**config.mk**
```make
export PLATFORM = sky130hd
export DESIGN_NAME = seg_reader
export DESIGN_NICKNAME = d
export VERILOG_FILES = /design/src/rtl/stopwatch_pkg.sv /design/src/rtl/seg_to_digit.sv /design/src/rtl/seg_reader.sv
export SDC_FILE = /design/constraint.sdc
export NUM_CORES = 1
export LEC_CHECK = 0
export BUFFER_PORTS_ARGS = -buffer_cell sky130_fd_sc_hd__buf_2
export CAP_MARGIN = 15
export CORE_ASPECT_RATIO = 1.75
export CORE_MARGIN = 5
export CORE_UTILIZATION = 45
export CTS_CLUSTER_SIZE = 14
export DETAILED_ROUTE_END_ITERATION = 12
export GPL_ROUTABILITY_DRIVEN = 0
export PLACE_DENSITY_LB_ADDON = 0.08
export SLEW_MARGIN = 5
export SYNTH_ARGS = -nofsm -noshare
export SYNTH_HDL_FRONTEND = slang
export SYNTH_HIERARCHICAL = 1
export SYNTH_SLANG_ARGS = --single-unit
```
**constraint.sdc**
```tcl
create_clock -name clk -period 4.1 [get_ports clk]
set_clock_uncertainty 0.2 [all_clocks]
set_input_delay 0.41 -clock clk [delete_from_list [all_inputs] [get_ports clk]]
set_output_delay 0.41 -clock clk [all_outputs]
set_load 0.01 [all_outputs]
```
**src/rtl/stopwatch_pkg.sv**
```systemverilog
// rtl/stopwatch_pkg.sv - shared constants and types for the stopwatch display receive path
package stopwatch_pkg;

    localparam int FRAME_BITS = 14;
    localparam int SEG_W      = 7;
    localparam int CNT_W      = 4;

    // Segment patterns, bit order {g,f,e,d,c,b,a}, active-high
    localparam logic [SEG_W-1:0] SEG_0 = 7'b0111111;
    localparam logic [SEG_W-1:0] SEG_1 = 7'b0000110;
    localparam logic [SEG_W-1:0] SEG_2 = 7'b1011011;
    localparam logic [SEG_W-1:0] SEG_3 = 7'b1001111;
    localparam logic [SEG_W-1:0] SEG_4 = 7'b1100110;
    localparam logic [SEG_W-1:0] SEG_5 = 7'b1101101;
    localparam logic [SEG_W-1:0] SEG_6 = 7'b1111101;
    localparam logic [SEG_W-1:0] SEG_7 = 7'b0000111;
    localparam logic [SEG_W-1:0] SEG_8 = 7'b1111111;
    localparam logic [SEG_W-1:0] SEG_9 = 7'b1100111;

    typedef enum logic [1:0] {
        IDLE  = 2'd0,
        SHIFT = 2'd1,
        HOLD  = 2'd2
    } seg_rd_state_t;

endpackage

```
**src/rtl/seg_to_digit.sv**
```systemverilog
// rtl/seg_to_digit.sv - combinational seven-segment pattern to BCD digit decoder
//
// Ports:
//   seg   in  7  segment pattern {g,f,e,d,c,b,a}
//   digit out 4  decoded digit 0-9 (0 when invalid)
//   valid out 1  pattern is one of the ten legal digit patterns
module seg_to_digit
    import stopwatch_pkg::*;
(
    input  logic [SEG_W-1:0] seg,
    output logic [3:0]       digit,
    output logic             valid
);

    always_comb begin
        digit = 4'd0;
        valid = 1'b1;
        case (seg)
            SEG_0:   digit = 4'd0;
            SEG_1:   digit = 4'd1;
            SEG_2:   digit = 4'd2;
            SEG_3:   digit = 4'd3;
            SEG_4:   digit = 4'd4;
            SEG_5:   digit = 4'd5;
            SEG_6:   digit = 4'd6;
            SEG_7:   digit = 4'd7;
            SEG_8:   digit = 4'd8;
            SEG_9:   digit = 4'd9;
            default: valid = 1'b0;
        endcase
    end

endmodule

```
**src/rtl/seg_reader.sv**
```systemverilog
// rtl/seg_reader.sv - serial two-digit seven-segment frame reader with valid/ready result port
//
// Ports:
//   clk        in  1  system clock
//   nRst       in  1  asynchronous active-low reset
//   sframe     in  1  frame-start strobe, qualifies the first bit with sbit_valid
//   sbit_valid in  1  sdata carries a frame bit
//   sdata      in  1  serial frame data, MSB first
//   num        out 8  tens*10 + units, or ERR_VALUE for a bad pattern
//   num_err    out 1  at least one pattern was not a digit
//   num_valid  out 1  result held on num/num_err
//   num_ready  in  1  consumer accepts the result
//   overrun    out 1  one-cycle pulse when a frame start is dropped
module seg_reader
    import stopwatch_pkg::*;
#(
    parameter logic [7:0] ERR_VALUE = 8'hFF
) (
    input  logic       clk,
    input  logic       nRst,
    input  logic       sframe,
    input  logic       sbit_valid,
    input  logic       sdata,
    output logic [7:0] num,
    output logic       num_err,
    output logic       num_valid,
    input  logic       num_ready,
    output logic       overrun
);

    localparam logic [CNT_W-1:0] LAST_CNT = CNT_W'(FRAME_BITS - 1);

    seg_rd_state_t state_q, state_d;

    // Only the first 13 bits need storage: the 14th bit is taken straight
    // from sdata into the decoder, so the result registers one cycle after it.
    logic [FRAME_BITS-2:0] shift_q;
    logic [CNT_W-1:0]      cnt_q;
    logic [FRAME_BITS-1:0] frame_word;

    logic start;
    logic accept;
    logic load_first;
    logic shift_en;
    logic frame_done;
    logic drop;

    logic [3:0] tens_digit;
    logic [3:0] units_digit;
    logic       tens_ok;
    logic       units_ok;
    logic [7:0] num_calc;

    assign start      = sframe & sbit_valid;
    assign accept     = num_valid & num_ready;
    assign frame_word = {shift_q, sdata};

    seg_to_digit u_tens (
        .seg   (frame_word[FRAME_BITS-1:SEG_W]),
        .digit (tens_digit),
        .valid (tens_ok)
    );

    seg_to_digit u_units (
        .seg   (frame_word[SEG_W-1:0]),
        .digit (units_digit),
        .valid (units_ok)
    );

    assign num_calc = ({4'd0, tens_digit} * 8'd10) + {4'd0, units_digit};

    always_ff @(posedge clk or negedge nRst) begin
        if (!nRst) begin
            state_q <= IDLE;
        end else begin
            state_q <= state_d;
        end
    end

    always_comb begin
        state_d    = state_q;
        load_first = 1'b0;
        shift_en   = 1'b0;
        frame_done = 1'b0;
        drop       = 1'b0;
        case (state_q)
            IDLE: begin
                if (start) begin
                    load_first = 1'b1;
                    state_d    = SHIFT;
                end
            end
            SHIFT: begin
                // A new start mid-frame silently restarts the frame
                if (start) begin
                    load_first = 1'b1;
                end else if (sbit_valid) begin
                    shift_en = 1'b1;
                    if (cnt_q == LAST_CNT) begin
                        frame_done = 1'b1;
                        state_d    = HOLD;
                    end
                end
            end
            HOLD: begin
                // A start coinciding with the handshake is not an overrun
                if (accept) begin
                    if (start) begin
                        load_first = 1'b1;
                        state_d    = SHIFT;
                    end else begin
                        state_d = IDLE;
                    end
                end else if (start) begin
                    drop = 1'b1;
                end
            end
            default: state_d = IDLE;
        endcase
    end

    always_ff @(posedge clk or negedge nRst) begin
        if (!nRst) begin
            shift_q   <= '0;
            cnt_q     <= '0;
            num       <= 8'd0;
            num_err   <= 1'b0;
            num_valid <= 1'b0;
            overrun   <= 1'b0;
        end else begin
            overrun <= drop;

            if (load_first) begin
                shift_q <= {{(FRAME_BITS-2){1'b0}}, sdata};
                cnt_q   <= CNT_W'(1);
            end else if (shift_en) begin
                shift_q <= frame_word[FRAME_BITS-2:0];
                cnt_q   <= cnt_q + CNT_W'(1);
            end

            if (frame_done) begin
                num_valid <= 1'b1;
                if (tens_ok && units_ok) begin
                    num     <= num_calc;
                    num_err <= 1'b0;
                end else begin
                    num     <= ERR_VALUE;
                    num_err <= 1'b1;
                end
            end else if (accept) begin
                num_valid <= 1'b0;
            end
        end
    end

endmodule
```
# After elaboration in Yosys (flattened, before gate mapping)
# Index checks and enable logic that the tools add are counted.
[classes]
n_addsub = 2
n_mul = 1
n_div = 0
n_lt_le_gt_ge = 0
n_eq_ne = 28
shift = 0
n_mux = 31
n_bitwise = 2
n_reduce_logical = 8
[op_table]
columns = ["operator", "n"]
rows = [
  ["7-bit == test (second input constant)", 14],
  ["4-bit case mux with 9 select lines", 2],
  ["7-bit by 3-bit == test with 1-bit output (second input constant)", 4],
  ["13-bit two-way mux", 2],
  ["10-bit OR reduction", 2],
  ["1-bit two-way mux", 17],
  ["7-bit by 6-bit == test with 1-bit output (second input constant)", 2],
  ["2-bit two-way mux", 5],
  ["2-bit inequality test (second input constant)", 5],
  ["8-bit by 4-bit adder with 8-bit output", 1],
  ["4-bit two-way mux", 2],
  ["8-bit two-way mux", 1],
  ["4-bit by 3-bit multiplier with 7-bit output (second input constant)", 1],
  ["2-bit case mux with 3 select lines", 1],
  ["5-bit AND reduction", 1],
  ["4-bit by 1-bit adder with 4-bit output (second input constant)", 1],
  ["4-bit == test (second input constant)", 1],
  ["2-bit nonzero test", 2],
  ["1-bit AND", 2],
  ["2-bit by 1-bit == test with 1-bit output (second input constant)", 1],
  ["2-bit == test (second input constant)", 1],
  ["2-bit zero test", 1],
  ["1-bit case mux with 2 select lines", 1],
  ["2-bit OR reduction", 1],
  ["1-bit logical AND", 1],
]
[totals]
reg_bits = 30
latch_bits = 0
ramBits = 0
romBits = 0
inputBits = 6
out_inout_bits = 11
word_cells = 79
mem_count = 0

# Logic depth before layout (Yosys ltp)
[depth]
depth_word = 6
depth_mapped = 11
ltp_nobuf = 10

# By module
# The synthesis kept the hierarchy.
[by_module_without_submodules]
columns = ["mod", "instances", "cells_per_inst", "area_each_um2", "seq_area_each_um2"]
rows = [
  ["seg_reader", 1, 152, 1529.0, 750.7],
  ["seg_to_digit", 2, 35, 240.2, 0.0],
]

# Worst setup path after synthesis
# OpenSTA, ideal clock, no wires.
[synth_timing]
path_kind = "register to register"
start = "register shift_q[11]"
end = "register num[7]"
setup_ns = 0.084
t_arrival_ns = 2.733
t_required_ns = 3.816
slack_ns = 1.083
stages_incl_launch_ff = 12
path_buffers = 1
period_less_slack_ns = 3.017
path_cell_list = "dfrtp_1 -> buf_4 -> and2_1 -> nand4_1 -> nor2_1 -> ha_1 -> ha_1 -> fa_1 -> nand2_1 -> o21ba_4 -> mux2_4 -> a41oi_2"
[synth_via]
elab_chain_len = 5
word_cells_on_any_way = 17
cone_classes = "add/sub: 1; mul: 1; eq/ne: 10; mux: 3; reduce/logical: 2"
[synth_rtl]
columns = ["item", "line", "rtl"]
rows = [
  ["from (decl)", "seg_reader.sv:37", "logic [FRAME_BITS-2:0] shift_q;"],
  ["from (signal assigned)", "seg_reader.sv:134", "shift_q <= {{(FRAME_BITS-2){1'b0}}, sdata};"],
  ["from (signal assigned)", "seg_reader.sv:137", "shift_q <= frame_word[FRAME_BITS-2:0];"],
  ["7-bit == test or 7-bit by 3-bit == test with 1-bit output (tied branches)", "seg_to_digit.sv:18", "case (seg)"],
  ["4-bit case mux with 9 select lines (*)", "seg_to_digit.sv:18", ""],
  ["via tens_digit[3]", "seg_reader.sv:48", "logic [3:0] tens_digit;"],
  ["4-bit by 3-bit multiplier with 7-bit output (*)", "seg_reader.sv:70", "assign num_calc = ({4'd0, tens_digit} * 8'd10) + {4'd0, units_digit};"],
  ["8-bit by 4-bit adder with 8-bit output (*)", "seg_reader.sv:70", ""],
  ["8-bit two-way mux (*)", "seg_reader.sv:143", "if (tens_ok && units_ok) begin"],
  ["to (signal assigned)", "seg_reader.sv:144", "num <= num_calc;"],
  ["to (decl)", "seg_reader.sv:24", "output logic [7:0] num,"],
]
# The timed path passes the listed nets; every way through them passes the cells marked *.
# A chain may end at the register's enable or synchronous reset.

# Final worst setup path
# Same ends and word-level chain as after synthesis.

==> metrics.json <==
{
  "place": {
    "placedInstanceArea_um2": 2080,
    "post-dp-hpwl_mm": 3.31,
    "io_buffer_count": 16
  },
  "drt": {
    "wl_per_cell_um": 15.5,
    "detailedRoute.firstPassIterationCount": 4,
    "avgViaCountPerCell": 5.61,
    "drt_iter0_drc": 49,
    "drc_errors": 0,
    "ant_nets": 0,
    "drt-total-wl_mm": 4.40,
    "detailroute.via_count": 1594
  },
  "die": {
    "io_pins": 17,
    "fp.dieH_um": 98.4,
    "dieArea_um2": 5950,
    "placement_rows": 32,
    "core_area_um2": 4360,
    "initial_utilization_pct": 46.0,
    "fp.dieW_um": 60.5
  },
  "clocking": {
    "cts_max_level": 2,
    "cts-root-buf": "clkbuf_8",
    "clk_lat_worst_skew_ns": 0.28,
    "worst_setup_hold_path_clk_slew_ns": 0.07,
    "cts.repair_timing.setup_buffer_count": 0,
    "cts_tree": "done",
    "clock_tree.buffer_depth": 2,
    "cts_num_sinks": 30,
    "ctsResizeCount": 0,
    "tritoncts.num_buffers": 5
  },
  "sta": {
    "clock.fmax_mhz": 304,
    "maxSlewViolCount": 0,
    "timing_hold_violations_final": 0,
    "setup_viol_count_final": 0,
    "rsz0062_at_grt": "false",
    "timing.final.crit_share_pct": 80.2,
    "timing.slew.headroom_pct": 46.4,
    "tightestPinTransition_ns": 0.801,
    "finalCriticalPeriod_ns": 3.29,
    "total_negative_slack_ns": 0
  },
  "pwr": {
    "post-layout-total-power_w": 0.000669,
    "max-vdd-ir-drop_mv": 0.320,
    "cellLeakagePower_nw": 1.01,
    "pwr_density_cell_nw_per_um2": 306
  },
  "logic_synthesis": {
    "count_of_flip_flops_with_a_built_in_enable_after_synthesis": 0,
    "synth.lib_cells_used.distinct": 45,
    "syn-instance-count": 222,
    "asr_flop_ratio_synth_pct": 100,
    "postSynthAreaPerCell_um2": 9.05,
    "combined_area_of_all_synthesized_cells_um2": 2010,
    "yosys_register_bits": 30,
    "ys_warn_count": 6,
    "postSynth.topFlopCell": "dfrtp_1",
    "sequential_to_total_area_share_from_yosys_stat_pct": 37.4,
    "syn-num-nets": 239
  },
  "critical_path": {
    "timing.rr.start": "shift_q[11]$_DFFE_PN0P_",
    "worst_r2r_path_depth": 10,
    "path_class": "reg2reg",
    "worst_path_largest_cell_delay_ns": 0.52,
    "crit_path_frequent_cell": "ha_1",
    "critPathLaunchType": "flop",
    "cp_slowest_cell": "dfrtp_1",
    "timing.critical_path.cells": "and2_1, nand4_1, nor2_1, ha_1, ha_1, fa_1, nand2_1, o21ba_4, mux2_4, a41oi_2",
    "end_kind": "flop",
    "critical_path.n_buffers_inverters": 0,
    "worst_ep_required_time_ns": 4.10,
    "critPathArrivalTime_ns": 3.29,
    "setup.reg_to_reg.worst_slack_ns": 0.81,
    "path_delay_family": "adder cells",
    "critical_path_peak_fanout": 12,
    "worst_r2r_endpoint": "num[7]$_DFFE_PN0P_"
  },
  "global_route": {
    "grt_pass1_vias": 1675,
    "gr_ovfl_total": 0,
    "use_met3_pct": 3.31,
    "antenna_found_initial": 0,
    "grt_start_max_net_pins": 31,
    "groute.usage.overall_pct": 16.5,
    "globalRouteMet1Util_pct": 17.1,
    "grt.busiest_layer": "met2",
    "grt_use_met2_pct": 30.2,
    "global_route_wire_length_before_repair_mm": 7.60
  },
  "finish": {
    "post_route_cells_drive_above_1_share_pct": 17.2,
    "commonest_non_fill_non_tap_cells_in_the_layout": "30 x nand2_1, 30 x dfrtp_1, 23 x nor2_1, 16 x buf_2, 14 x o21ai_0",
    "insertedDiodeCount": 0,
    "final_net_count": 249,
    "area_growth_pct": 8.84,
    "finalInstanceArea_um2": 2190
  },
  "hold_path": {
    "whs_endpoint": "num_valid$_DFFE_PN0P_",
    "holdPathStages": 2,
    "worst_hold_startpoint": "num_ready",
    "holdCritPathClass": "in2reg"
  },
  "run_status": {
    "outcome": "finished, final reports clean"
  },
  "flow_run": {
    "maxCapViolations": 0
  }
}
[cell type report]
cell class | instances | area, um^2
clock buffer | 6 | 82.6
clock inverter | 2 | 12.5
fill | 417 | 2180
inverter | 6 | 22.5
multi-input combinational | 172 | 1160
sequential | 30 | 751
tap | 51 | 63.8
timing repair buffer | 17 | 90.1
[synthesized netlist by cell type (all sizes together) (5+ instances only)]
cell,n,area share (%)
nand2,30,5.6
buf,11,3.0
dfrtp,30,37
inv,6,1.1
nand4,8,2.5
nand3,7,1.7
nor2b,5,1.6
o21ai,18,4.5
nor2,23,4.3
ha,9,5.6
a21oi,11,2.9
xor2,11,4.8
[sequential cells by signal, indices dropped and copies added, names as in the netlist]
register	flops
num_err	1
num_valid	1
shift_q	13
num	8
cnt_q	4
state_q	2
overrun	1
[where the power goes]
group          total [W]  internal [W]  leakage [nW]  switching, W
Sequential      0.000342      0.000313         0.405     0.0000282
Combinational  0.0000778     0.0000341         0.555     0.0000438
Clock           0.000249      0.000135        0.0472      0.000115
[routing by layer]
| metal | vias to the layer above | part of all wire [%] |
|---|---|---|
| met1 | 762 | 38 |
| met4 | 0 | 3.1 |
| met3 | 10 | 3.1 |
| met5 | - | 0 |
| li1 | 795 | - |
| met2 | 27 | 55 |
[cells by family (layout without fill, tap and decap cells)]
kind of cell    after synthesis  after routing  synth area share (%)
compound gates               44             44                  14.6
xor+xnor                     13             13                  5.67
fa+ha+maj                    11             11                  7.60
buf+inv                      20             31                  4.67
flops                        30             30                  37.4
mux                           4              4                  2.30
simple gates                100            100                  27.8
[per-stage QoR]
stage          worst slack [ns]  std cells  hold slack [ns]  util [%]
6_report                  0.813        284            0.149      50.1
2_1_floorplan              1.08        222          -0.0856         -
3_5_place_dp              0.819        275            0.292      47.7
5_1_grt                   0.638        284            0.144      50.1
4_1_cts                   0.809        284            0.138      50.1
3_3_place_gp              0.936        275            0.286      47.7
[worst max-delay path by stage]
stage	from	endpoint	depth (start not counted)
floorplan	shift_q[11]$_DFFE_PN0P_	num[7]$_DFFE_PN0P_	11
global placement	shift_q[11]$_DFFE_PN0P_	num[7]$_DFFE_PN0P_	10
detailed placement	shift_q[11]$_DFFE_PN0P_	num[7]$_DFFE_PN0P_	10
CTS	shift_q[11]$_DFFE_PN0P_	num[7]$_DFFE_PN0P_	10
global route	shift_q[11]$_DFFE_PN0P_	num[7]$_DFFE_PN0P_	10
finish	shift_q[11]$_DFFE_PN0P_	num[7]$_DFFE_PN0P_	10
[repair_timing]
item	in CTS	in global routing
endpoints found under the hold margin	30	0
endpoints found under the setup margin	0	0
hold buffers	1	0
No activity file was read; power rests on OpenSTA's default activity.
